## src/rtl/coherence_bus_arbiter_pkg.sv

```systemverilog
// Shared types and constants for the two-core MSI snooping bus arbiter.
package coherence_bus_arbiter_pkg;

   localparam int DEF_ADDR_W      = 13;
   localparam int DEF_DATA_W      = 16;
   localparam int DEF_MEM_TIMEOUT = 64;

   localparam logic [1:0] SOURCE_DMEM       = 2'b00;
   localparam logic [1:0] SOURCE_OTHER_PROC = 2'b01;

   typedef enum logic [2:0] {
      IDLE  = 3'd0,
      SNOOP = 3'd1,
      MEM   = 3'd2,
      RESP  = 3'd3,
      INVAL = 3'd4
   } arb_state_t;

   typedef enum logic [1:0] {
      REQ_READ  = 2'd0,
      REQ_WRITE = 2'd1,
      REQ_INV   = 2'd2
   } bus_req_t;

   // Same-cycle pulses from one core resolve write > read > invalidate.
   function automatic bus_req_t req_decode(input logic rd, input logic wr, input logic inv);
      bus_req_t t;
      if (wr) begin
         t = REQ_WRITE;
      end else if (rd) begin
         t = REQ_READ;
      end else begin
         t = inv ? REQ_INV : REQ_READ;
      end
      return t;
   endfunction

endpackage

```

## src/rtl/coherence_bus_arbiter_if.sv

```systemverilog
// Core-facing request/snoop/response bundle between the cache controllers and the arbiter.
interface coherence_bus_arbiter_if
   import coherence_bus_arbiter_pkg::*;
#(
   parameter int ADDR_W = DEF_ADDR_W,
   parameter int DATA_W = DEF_DATA_W
) ();

   logic [1:0]        read_miss;
   logic [1:0]        write_miss;
   logic [1:0]        invalidate;
   logic [ADDR_W-1:0] BICO0;
   logic [ADDR_W-1:0] BICO1;
   logic [1:0]        cpu_search_found;
   logic [DATA_W-1:0] send_other_proc_data0;
   logic [DATA_W-1:0] send_other_proc_data1;
   logic              u_rdy;
   logic [1:0]        grant;
   logic [1:0]        cpu_datasel0;
   logic [1:0]        cpu_datasel1;
   logic [ADDR_W-1:0] BOCI0;
   logic [ADDR_W-1:0] BOCI1;
   logic [1:0]        cpu_search;
   logic [DATA_W-1:0] other_proc_data;
   logic [1:0]        invalidate_from_other_cpu;
   logic [1:0]        cpu_dmem_permission;
   logic              mem_timeout_err;

   modport master (
      output read_miss, write_miss, invalidate, BICO0, BICO1, cpu_search_found,
             send_other_proc_data0, send_other_proc_data1, u_rdy,
      input  grant, cpu_datasel0, cpu_datasel1, BOCI0, BOCI1, cpu_search,
             other_proc_data, invalidate_from_other_cpu, cpu_dmem_permission, mem_timeout_err
   );

   modport slave (
      input  read_miss, write_miss, invalidate, BICO0, BICO1, cpu_search_found,
             send_other_proc_data0, send_other_proc_data1, u_rdy,
      output grant, cpu_datasel0, cpu_datasel1, BOCI0, BOCI1, cpu_search,
             other_proc_data, invalidate_from_other_cpu, cpu_dmem_permission, mem_timeout_err
   );

endinterface

```

## src/rtl/coherence_bus_arbiter_bus_req_latch.sv

```systemverilog
// Per-core pending request holder; a new pulse wins over the grant-cycle clear.
module coherence_bus_arbiter_bus_req_latch
   import coherence_bus_arbiter_pkg::*;
#(
   parameter int ADDR_W = DEF_ADDR_W
) (
   input  logic              clk,
   input  logic              rst_n,
   input  logic              read_miss_i,
   input  logic              write_miss_i,
   input  logic              invalidate_i,
   input  logic [ADDR_W-1:0] addr_i,
   input  logic              clear_i,
   output logic              pending_o,
   output bus_req_t          type_o,
   output logic [ADDR_W-1:0] addr_o
);

   logic              pending_q, pending_d;
   bus_req_t          type_q, type_d;
   logic [ADDR_W-1:0] addr_q, addr_d;
   logic              req_any_s;

   // Capture/overwrite on any pulse, otherwise drop on grant.
   always_comb begin
      req_any_s = read_miss_i | write_miss_i | invalidate_i;
      pending_d = pending_q;
      type_d    = type_q;
      addr_d    = addr_q;
      if (req_any_s) begin
         pending_d = 1'b1;
         type_d    = req_decode(read_miss_i, write_miss_i, invalidate_i);
         addr_d    = addr_i;
      end else if (clear_i) begin
         pending_d = 1'b0;
      end else begin
         pending_d = pending_q;
      end
   end

   // Request state registers.
   always_ff @(posedge clk or negedge rst_n) begin
      if (!rst_n) begin
         pending_q <= 1'b0;
         type_q    <= REQ_READ;
         addr_q    <= {ADDR_W{1'b0}};
      end else begin
         pending_q <= pending_d;
         type_q    <= type_d;
         addr_q    <= addr_d;
      end
   end

   assign pending_o = pending_q;
   assign type_o    = type_q;
   assign addr_o    = addr_q;

endmodule

```

## src/rtl/coherence_bus_arbiter.sv

```systemverilog
// Serializes both cores' misses/upgrades, snoops the peer cache and sources fills
// from the peer or DMEM; all core-facing outputs are registered.
module coherence_bus_arbiter
   import coherence_bus_arbiter_pkg::*;
#(
   parameter int ADDR_W      = DEF_ADDR_W,
   parameter int DATA_W      = DEF_DATA_W,
   parameter int MEM_TIMEOUT = DEF_MEM_TIMEOUT
) (
   input  logic                   clk,
   input  logic                   rst_n,
   coherence_bus_arbiter_if.slave bus_if
);

   localparam int WAIT_W = $clog2(MEM_TIMEOUT + 1);

   logic [1:0]        pend_s;
   bus_req_t          ptype_s [2];
   logic [ADDR_W-1:0] paddr_s [2];

   arb_state_t        state_q, state_d;
   logic              owner_q, owner_d, last_q, last_d, found_q, found_d, err_q, err_d;
   bus_req_t          type_q, type_d;
   logic [ADDR_W-1:0] addr_q, addr_d;
   logic [WAIT_W-1:0] wait_q, wait_d;
   logic              peer_s;

   logic [1:0]        grant_q, grant_d, search_q, search_d, perm_q, perm_d, inv_q, inv_d;
   logic [1:0]        sel0_q, sel0_d, sel1_q, sel1_d;
   logic [ADDR_W-1:0] boci0_q, boci0_d, boci1_q, boci1_d;
   logic [DATA_W-1:0] opd_q, opd_d;

   coherence_bus_arbiter_bus_req_latch #(.ADDR_W(ADDR_W)) u_req0 (
      .clk(clk), .rst_n(rst_n),
      .read_miss_i(bus_if.read_miss[0]), .write_miss_i(bus_if.write_miss[0]),
      .invalidate_i(bus_if.invalidate[0]), .addr_i(bus_if.BICO0), .clear_i(grant_q[0]),
      .pending_o(pend_s[0]), .type_o(ptype_s[0]), .addr_o(paddr_s[0])
   );

   coherence_bus_arbiter_bus_req_latch #(.ADDR_W(ADDR_W)) u_req1 (
      .clk(clk), .rst_n(rst_n),
      .read_miss_i(bus_if.read_miss[1]), .write_miss_i(bus_if.write_miss[1]),
      .invalidate_i(bus_if.invalidate[1]), .addr_i(bus_if.BICO1), .clear_i(grant_q[1]),
      .pending_o(pend_s[1]), .type_o(ptype_s[1]), .addr_o(paddr_s[1])
   );

   // FSM state and transaction context registers.
   always_ff @(posedge clk or negedge rst_n) begin
      if (!rst_n) begin
         state_q <= IDLE;
         owner_q <= 1'b0;
         last_q  <= 1'b1;
         found_q <= 1'b0;
         err_q   <= 1'b0;
         type_q  <= REQ_READ;
         addr_q  <= {ADDR_W{1'b0}};
         wait_q  <= {WAIT_W{1'b0}};
      end else begin
         state_q <= state_d;
         owner_q <= owner_d;
         last_q  <= last_d;
         found_q <= found_d;
         err_q   <= err_d;
         type_q  <= type_d;
         addr_q  <= addr_d;
         wait_q  <= wait_d;
      end
   end

   // Next-state logic; on a tie the core not served last wins.
   always_comb begin
      state_d = state_q;
      owner_d = owner_q;
      last_d  = last_q;
      found_d = found_q;
      err_d   = err_q;
      type_d  = type_q;
      addr_d  = addr_q;
      wait_d  = wait_q;
      case (state_q)
         IDLE: begin
            if (pend_s != 2'b00) begin
               owner_d = (pend_s == 2'b11) ? ~last_q : pend_s[1];
               type_d  = ptype_s[owner_d];
               addr_d  = paddr_s[owner_d];
               found_d = 1'b0;
               state_d = (type_d == REQ_INV) ? INVAL : SNOOP;
            end else begin
               state_d = IDLE;
            end
         end
         SNOOP: begin
            found_d = bus_if.cpu_search_found[~owner_q];
            wait_d  = {WAIT_W{1'b0}};
            state_d = found_d ? RESP : MEM;
         end
         MEM: begin
            if (bus_if.u_rdy) begin
               state_d = RESP;
            end else if (wait_q == WAIT_W'(MEM_TIMEOUT - 1)) begin
               err_d   = 1'b1;
               state_d = RESP;
            end else begin
               wait_d  = wait_q + WAIT_W'(1);
            end
         end
         RESP, INVAL: begin
            last_d  = owner_q;
            state_d = IDLE;
         end
         default: begin
            state_d = IDLE;
         end
      endcase
   end

   // Output decode from the upcoming state so every output is a flop.
   always_comb begin
      peer_s   = ~owner_d;
      grant_d  = 2'b00;
      search_d = 2'b00;
      perm_d   = 2'b00;
      inv_d    = 2'b00;
      boci0_d  = {ADDR_W{1'b0}};
      boci1_d  = {ADDR_W{1'b0}};
      sel0_d   = sel0_q;
      sel1_d   = sel1_q;
      opd_d    = opd_q;
      case (state_d)
         SNOOP: search_d[peer_s] = 1'b1;
         MEM:   perm_d[owner_d]  = 1'b1;
         RESP: begin
            grant_d[owner_d] = 1'b1;
            if (type_d == REQ_WRITE && found_d) begin
               inv_d[peer_s] = 1'b1;
            end else begin
               inv_d = 2'b00;
            end
         end
         INVAL: begin
            grant_d[owner_d] = 1'b1;
            inv_d[peer_s]    = 1'b1;
         end
         default: begin
            grant_d = 2'b00;
         end
      endcase
      if (state_d == SNOOP || state_d == RESP || state_d == INVAL) begin
         if (peer_s) begin
            boci1_d = addr_d;
         end else begin
            boci0_d = addr_d;
         end
      end else begin
         boci0_d = {ADDR_W{1'b0}};
      end
      // Only the owner's fill-source select changes; the peer's holds.
      if (state_q == SNOOP && found_d) begin
         opd_d = owner_q ? bus_if.send_other_proc_data0 : bus_if.send_other_proc_data1;
         if (owner_q) begin
            sel1_d = SOURCE_OTHER_PROC;
         end else begin
            sel0_d = SOURCE_OTHER_PROC;
         end
      end else if (state_q == MEM && state_d == RESP) begin
         if (owner_q) begin
            sel1_d = SOURCE_DMEM;
         end else begin
            sel0_d = SOURCE_DMEM;
         end
      end else begin
         opd_d = opd_q;
      end
   end

   // Registered core-facing outputs.
   always_ff @(posedge clk or negedge rst_n) begin
      if (!rst_n) begin
         grant_q  <= 2'b00;
         search_q <= 2'b00;
         perm_q   <= 2'b00;
         inv_q    <= 2'b00;
         sel0_q   <= SOURCE_DMEM;
         sel1_q   <= SOURCE_DMEM;
         boci0_q  <= {ADDR_W{1'b0}};
         boci1_q  <= {ADDR_W{1'b0}};
         opd_q    <= {DATA_W{1'b0}};
      end else begin
         grant_q  <= grant_d;
         search_q <= search_d;
         perm_q   <= perm_d;
         inv_q    <= inv_d;
         sel0_q   <= sel0_d;
         sel1_q   <= sel1_d;
         boci0_q  <= boci0_d;
         boci1_q  <= boci1_d;
         opd_q    <= opd_d;
      end
   end

   assign bus_if.grant                     = grant_q;
   assign bus_if.cpu_search                = search_q;
   assign bus_if.cpu_dmem_permission       = perm_q;
   assign bus_if.invalidate_from_other_cpu = inv_q;
   assign bus_if.cpu_datasel0              = sel0_q;
   assign bus_if.cpu_datasel1              = sel1_q;
   assign bus_if.BOCI0                     = boci0_q;
   assign bus_if.BOCI1                     = boci1_q;
   assign bus_if.other_proc_data           = opd_q;
   assign bus_if.mem_timeout_err           = err_q;

endmodule

```

## src/flat_wrapper.sv

```systemverilog
// flat-port wrapper written by rule: the top's interface ports become plain ports
module coherence_bus_arbiter_flat import coherence_bus_arbiter_pkg::*;
#(
   parameter int ADDR_W      = DEF_ADDR_W,
   parameter int DATA_W      = DEF_DATA_W,
   parameter int MEM_TIMEOUT = DEF_MEM_TIMEOUT
)
  (clk, rst_n, bus_if_read_miss, bus_if_write_miss, bus_if_invalidate, bus_if_BICO0, bus_if_BICO1, bus_if_cpu_search_found, bus_if_send_other_proc_data0, bus_if_send_other_proc_data1, bus_if_u_rdy, bus_if_grant, bus_if_cpu_datasel0, bus_if_cpu_datasel1, bus_if_BOCI0, bus_if_BOCI1, bus_if_cpu_search, bus_if_other_proc_data, bus_if_invalidate_from_other_cpu, bus_if_cpu_dmem_permission, bus_if_mem_timeout_err);
  coherence_bus_arbiter_if #(.ADDR_W(ADDR_W), .DATA_W(DATA_W)) bus_if_i ();
  input  logic clk;
  input  logic rst_n;
  input wire logic [$bits(bus_if_i.read_miss)-1:0] bus_if_read_miss;
  input wire logic [$bits(bus_if_i.write_miss)-1:0] bus_if_write_miss;
  input wire logic [$bits(bus_if_i.invalidate)-1:0] bus_if_invalidate;
  input wire logic [$bits(bus_if_i.BICO0)-1:0] bus_if_BICO0;
  input wire logic [$bits(bus_if_i.BICO1)-1:0] bus_if_BICO1;
  input wire logic [$bits(bus_if_i.cpu_search_found)-1:0] bus_if_cpu_search_found;
  input wire logic [$bits(bus_if_i.send_other_proc_data0)-1:0] bus_if_send_other_proc_data0;
  input wire logic [$bits(bus_if_i.send_other_proc_data1)-1:0] bus_if_send_other_proc_data1;
  input wire logic [$bits(bus_if_i.u_rdy)-1:0] bus_if_u_rdy;
  output wire logic [$bits(bus_if_i.grant)-1:0] bus_if_grant;
  output wire logic [$bits(bus_if_i.cpu_datasel0)-1:0] bus_if_cpu_datasel0;
  output wire logic [$bits(bus_if_i.cpu_datasel1)-1:0] bus_if_cpu_datasel1;
  output wire logic [$bits(bus_if_i.BOCI0)-1:0] bus_if_BOCI0;
  output wire logic [$bits(bus_if_i.BOCI1)-1:0] bus_if_BOCI1;
  output wire logic [$bits(bus_if_i.cpu_search)-1:0] bus_if_cpu_search;
  output wire logic [$bits(bus_if_i.other_proc_data)-1:0] bus_if_other_proc_data;
  output wire logic [$bits(bus_if_i.invalidate_from_other_cpu)-1:0] bus_if_invalidate_from_other_cpu;
  output wire logic [$bits(bus_if_i.cpu_dmem_permission)-1:0] bus_if_cpu_dmem_permission;
  output wire logic [$bits(bus_if_i.mem_timeout_err)-1:0] bus_if_mem_timeout_err;
  assign bus_if_i.read_miss = bus_if_read_miss;
  assign bus_if_i.write_miss = bus_if_write_miss;
  assign bus_if_i.invalidate = bus_if_invalidate;
  assign bus_if_i.BICO0 = bus_if_BICO0;
  assign bus_if_i.BICO1 = bus_if_BICO1;
  assign bus_if_i.cpu_search_found = bus_if_cpu_search_found;
  assign bus_if_i.send_other_proc_data0 = bus_if_send_other_proc_data0;
  assign bus_if_i.send_other_proc_data1 = bus_if_send_other_proc_data1;
  assign bus_if_i.u_rdy = bus_if_u_rdy;
  assign bus_if_grant = bus_if_i.grant;
  assign bus_if_cpu_datasel0 = bus_if_i.cpu_datasel0;
  assign bus_if_cpu_datasel1 = bus_if_i.cpu_datasel1;
  assign bus_if_BOCI0 = bus_if_i.BOCI0;
  assign bus_if_BOCI1 = bus_if_i.BOCI1;
  assign bus_if_cpu_search = bus_if_i.cpu_search;
  assign bus_if_other_proc_data = bus_if_i.other_proc_data;
  assign bus_if_invalidate_from_other_cpu = bus_if_i.invalidate_from_other_cpu;
  assign bus_if_cpu_dmem_permission = bus_if_i.cpu_dmem_permission;
  assign bus_if_mem_timeout_err = bus_if_i.mem_timeout_err;
  coherence_bus_arbiter #(.ADDR_W(ADDR_W), .DATA_W(DATA_W), .MEM_TIMEOUT(MEM_TIMEOUT)) u_core (.clk(clk), .rst_n(rst_n), .bus_if(bus_if_i));
endmodule
```

## config.mk

```make
export PLATFORM = sky130hd
export DESIGN_NAME = coherence_bus_arbiter_flat
export DESIGN_NICKNAME = d
export VERILOG_FILES = /design/src/rtl/coherence_bus_arbiter_pkg.sv /design/src/rtl/coherence_bus_arbiter_if.sv /design/src/rtl/coherence_bus_arbiter_bus_req_latch.sv /design/src/rtl/coherence_bus_arbiter.sv /design/src/flat_wrapper.sv
export SDC_FILE = /design/constraint.sdc
export NUM_CORES = 1
export LEC_CHECK = 0
export ABC_CLOCK_PERIOD_IN_PS = 2550
export BUFFER_PORTS_ARGS = -buffer_cell sky130_fd_sc_hd__buf_2
export CELL_PAD_IN_SITES_DETAIL_PLACEMENT = 1
export CELL_PAD_IN_SITES_GLOBAL_PLACEMENT = 1
export CORE_AREA = 2 2 110 112
export CTS_CLUSTER_SIZE = 30
export DETAILED_ROUTE_END_ITERATION = 12
export DIE_AREA = 0 0 112 114
export PLACE_DENSITY = 0.81
export SYNTH_ARGS = -nofsm -noshare
export SYNTH_HDL_FRONTEND = slang
export SYNTH_SLANG_ARGS = --single-unit
```

## constraint.sdc

```tcl
create_clock -name clk -period 2.55 [get_ports clk]
set_input_delay 0.255 -clock clk [delete_from_list [all_inputs] [get_ports clk]]
set_output_delay 0.255 -clock clk [all_outputs]
set_load 0.01 [all_outputs]
```

==> flow_summary.ini <==
[outcome]
status = complete, no violations

[cts]
cts_tree = yes
cts.sinks = 113
cts_buffers = 17
clock_latency_ns = 0.41
ctsResizeCount = 0
path_clk_slew_ns = 0.05
root_buffer = clkbuf_16
clk_path_buf_depth = 2
h-tree-depth = 4

[synthesis]
synth_top_flop_cell = dfrtp_1
yosysUniqueCellTypes = 40
synth_area_sq_um = 4517
netlist_top_cells_count = dfrtp_1, nor2_1, inv_1, mux2_2, nand2_1
async_flop_share_pct = 100.0
yosys_register_bits = 113
synth_top_cell_area_share_pct = 62.05
yosys.area.top_type = dfrtp_1
avgSynthCellArea_sq_um = 11.89
seq_area_frac_synth_pct = 62.63
synth.most_common_cell = dfrtp_1
netlist_instances = 380
synth_area_leaders = dfrtp_1, mux2_2, nor2_1
synth_edf_count = 0
yosys_warnings = 0

[hold_path]
holdPathEnd = u_core.u_req1.type_o[1]
whs_path_depth = 2
min_from = bus_if_read_miss[1]
hp-class = in -> reg

[power_and_ir_drop]
power.leakage_nw = 2.988
p_per_area_nw_per_um2 = 1189
total_power_mw = 6.907
ir_drop_v = 0.0006686

[layout]
nets = 581
final_area_sq_um = 5807
drive_above_1_share_pct = 38.93
diodes = 0
synthToLayoutAreaGrowth_pct = 28.56

[global_routing]
grt_pass1_vias = 3752
grt_pass1_wl_microns = 18650
grt-ovfl-total = 0
grt_antenna_before_repair = 0
track_usage_pct = 18.92
grt_start_max_net_pins = 59

[timing]
rsz0062_at_grt = no
timing.final.crit_share_pct = 88.79
finalHoldViolCount = 0
skew_ns = 0.007067
fin_ws_ns = 0.2858
worst_slew_pin_slew_ns = 0.7382
hold_ws_ns = 0.02738
slew_headroom_pct = 50.79
fmax_mhz = 441.7
finalSetupViolations = 0
setup-tns-final_ns = 0
slew_viol_final = 0
period_minus_slack_ns = 2.264

[floorplan]
die_h_microns = 114
row_count = 40
start_util_pct = 38.57
dieArea_sq_um = 12770
die_x_microns = 112
ios = 124
coreArea_sq_um = 11710

[critical_path]
critPathArrivalTime_ns = 2.53
endpoint_kind = flop
r2r-start = u_core.state_q[0]
r2r_setup_slack_ns = 0.29
critPathRequiredTime_ns = 2.81
r2r_cells = 6
crit_fanout = 27
crit_type = reg -> reg
cp-start-kind = flop
r2r-end = u_core.bus_if.BOCI1[9]

[placement]
place.gp.congestion = 0.8012
hpwl_microns = 8352
dpl-instance-area_sq_um = 5265
port_buffers = 121
place_ws_ns = 0.3361

[routing]
route.detailed.wl_per_inst_microns = 16.97
ant_nets = 0
drt_iter0_markers = 167
vias = 3353
drc = 0
first_pass_iters = 6
routed_via_density = 4.997
finalWirelength_microns = 11390

[run]
maxCapViolations = 0
## timing repair
action	4_1_cts	5_1_grt
hold endpoints to repair	54	0
endpoints found under the setup margin	0	0
hold buffers	1	0
setup buffers	0	0
## cells by family (layout without fill, tap and decap cells)
group | count (synthesis) | in the layout | synth area share (%)
flops | 113 | 113 | 62.63
simple gates | 104 | 104 | 10.47
compound gates | 57 | 57 | 9.335
buf+inv | 57 | 200 | 6.011
mux | 44 | 44 | 10.61
xor+xnor | 3 | 3 | 0.5818
fa+ha+maj | 1 | 1 | 0.2770
other cells | 1 | 2 | 0.08302
## state kept, by name (all words and copies together), names as in the netlist
name	count
u_core.bus_if.invalidate_from_other_cpu	2
u_core.bus_if.cpu_datasel0	1
u_core.addr_q	13
u_core.bus_if.mem_timeout_err	1
u_core.u_req1.type_o	2
u_core.owner_q	1
u_core.u_req0.pending_o	1
u_core.bus_if.other_proc_data	16
u_core.bus_if.cpu_search	2
u_core.bus_if.BOCI1	13
u_core.bus_if.cpu_dmem_permission	2
u_core.wait_q	7
u_core.bus_if.grant	2
u_core.last_q	1
u_core.u_req1.pending_o	1
u_core.u_req1.addr_o	13
u_core.found_q	1
u_core.bus_if.cpu_datasel1	1
u_core.bus_if.BOCI0	13
u_core.u_req0.addr_o	13
u_core.u_req0.type_o	2
u_core.type_q	2
u_core.state_q	3
## power by group
| part | internal (mW) | switching, mW |
|---|---|---|
| clock | 1.32 | 0.795 |
| combinational | 0.857 | 1.36 |
| sequential | 2.32 | 0.259 |
| total | 4.50 | 2.41 |
## per-stage QoR
step,util (%),instances
finish,49.58,671
global route,49.58,671
CTS,49.58,671
detailed placement,44.96,638
global placement,44.96,638
floorplan,-,381
## routing by layer
layer  vias to the layer above  routed length [microns]  GRT usage, %
met2                       124                     5927         33.90
met4                         0                      187         6.179
met5                         -                        0             0
met3                        18                      869         7.067
li1                       1547                        -             -
met1                      1664                     4401         20.93
## cell usage in the layout (no fill, tap or decap), drive strengths merged, types with 3 or more instances in the layout
cell and instances:
o21ai 21, a21o 6, clkbuf 21, a21oi 6, dfrtp 112, a222oi 14, clkinvlp 3, clkinv 7
mux2i 13, nand2 24, inv 35, nand3 6, nand2b 4, nor3b 3, nor2 48, buf 132
mux2 31, nor3 9
## worst max-delay path: stages (launching register included)
cell and delay, ns:
dfrtp_1 0.48, nor3_1 0.44, a21boi_2 0.39, buf_4 0.34, nand2_1 0.10, o21ai_0 0.22, nor2_1 0.13
## final cells by class
type / count / area, sq um
Clock buffer: 21 / 440.4
Clock inverter: 11 / 91.34
Fill cell: 1288 / 5904
Inverter: 35 / 131.4
Multi-Input combinational cell: 211 / 1430
Sequential cell: 113 / 2829
Tap cell: 147 / 183.9
Timing Repair Buffer: 133 / 700.7
## worst max path at each step
stage	from	endpoint	slack [ns]
2_1_floorplan	u_core.state_q[1]	u_core.bus_if.other_proc_data[10]	0.67
5_1_grt	u_core.state_q[0]	u_core.bus_if.BOCI1[9]	0.09
3_5_place_dp	u_core.state_q[0]	u_core.bus_if.BOCI1[9]	0.34
6_report	u_core.state_q[0]	u_core.bus_if.BOCI1[9]	0.29
4_1_cts	u_core.state_q[0]	u_core.bus_if.BOCI1[9]	0.27
3_3_place_gp	u_core.state_q[0]	u_core.bus_if.BOCI0[12]	0.47
Power figures use the tool's default switching activity.
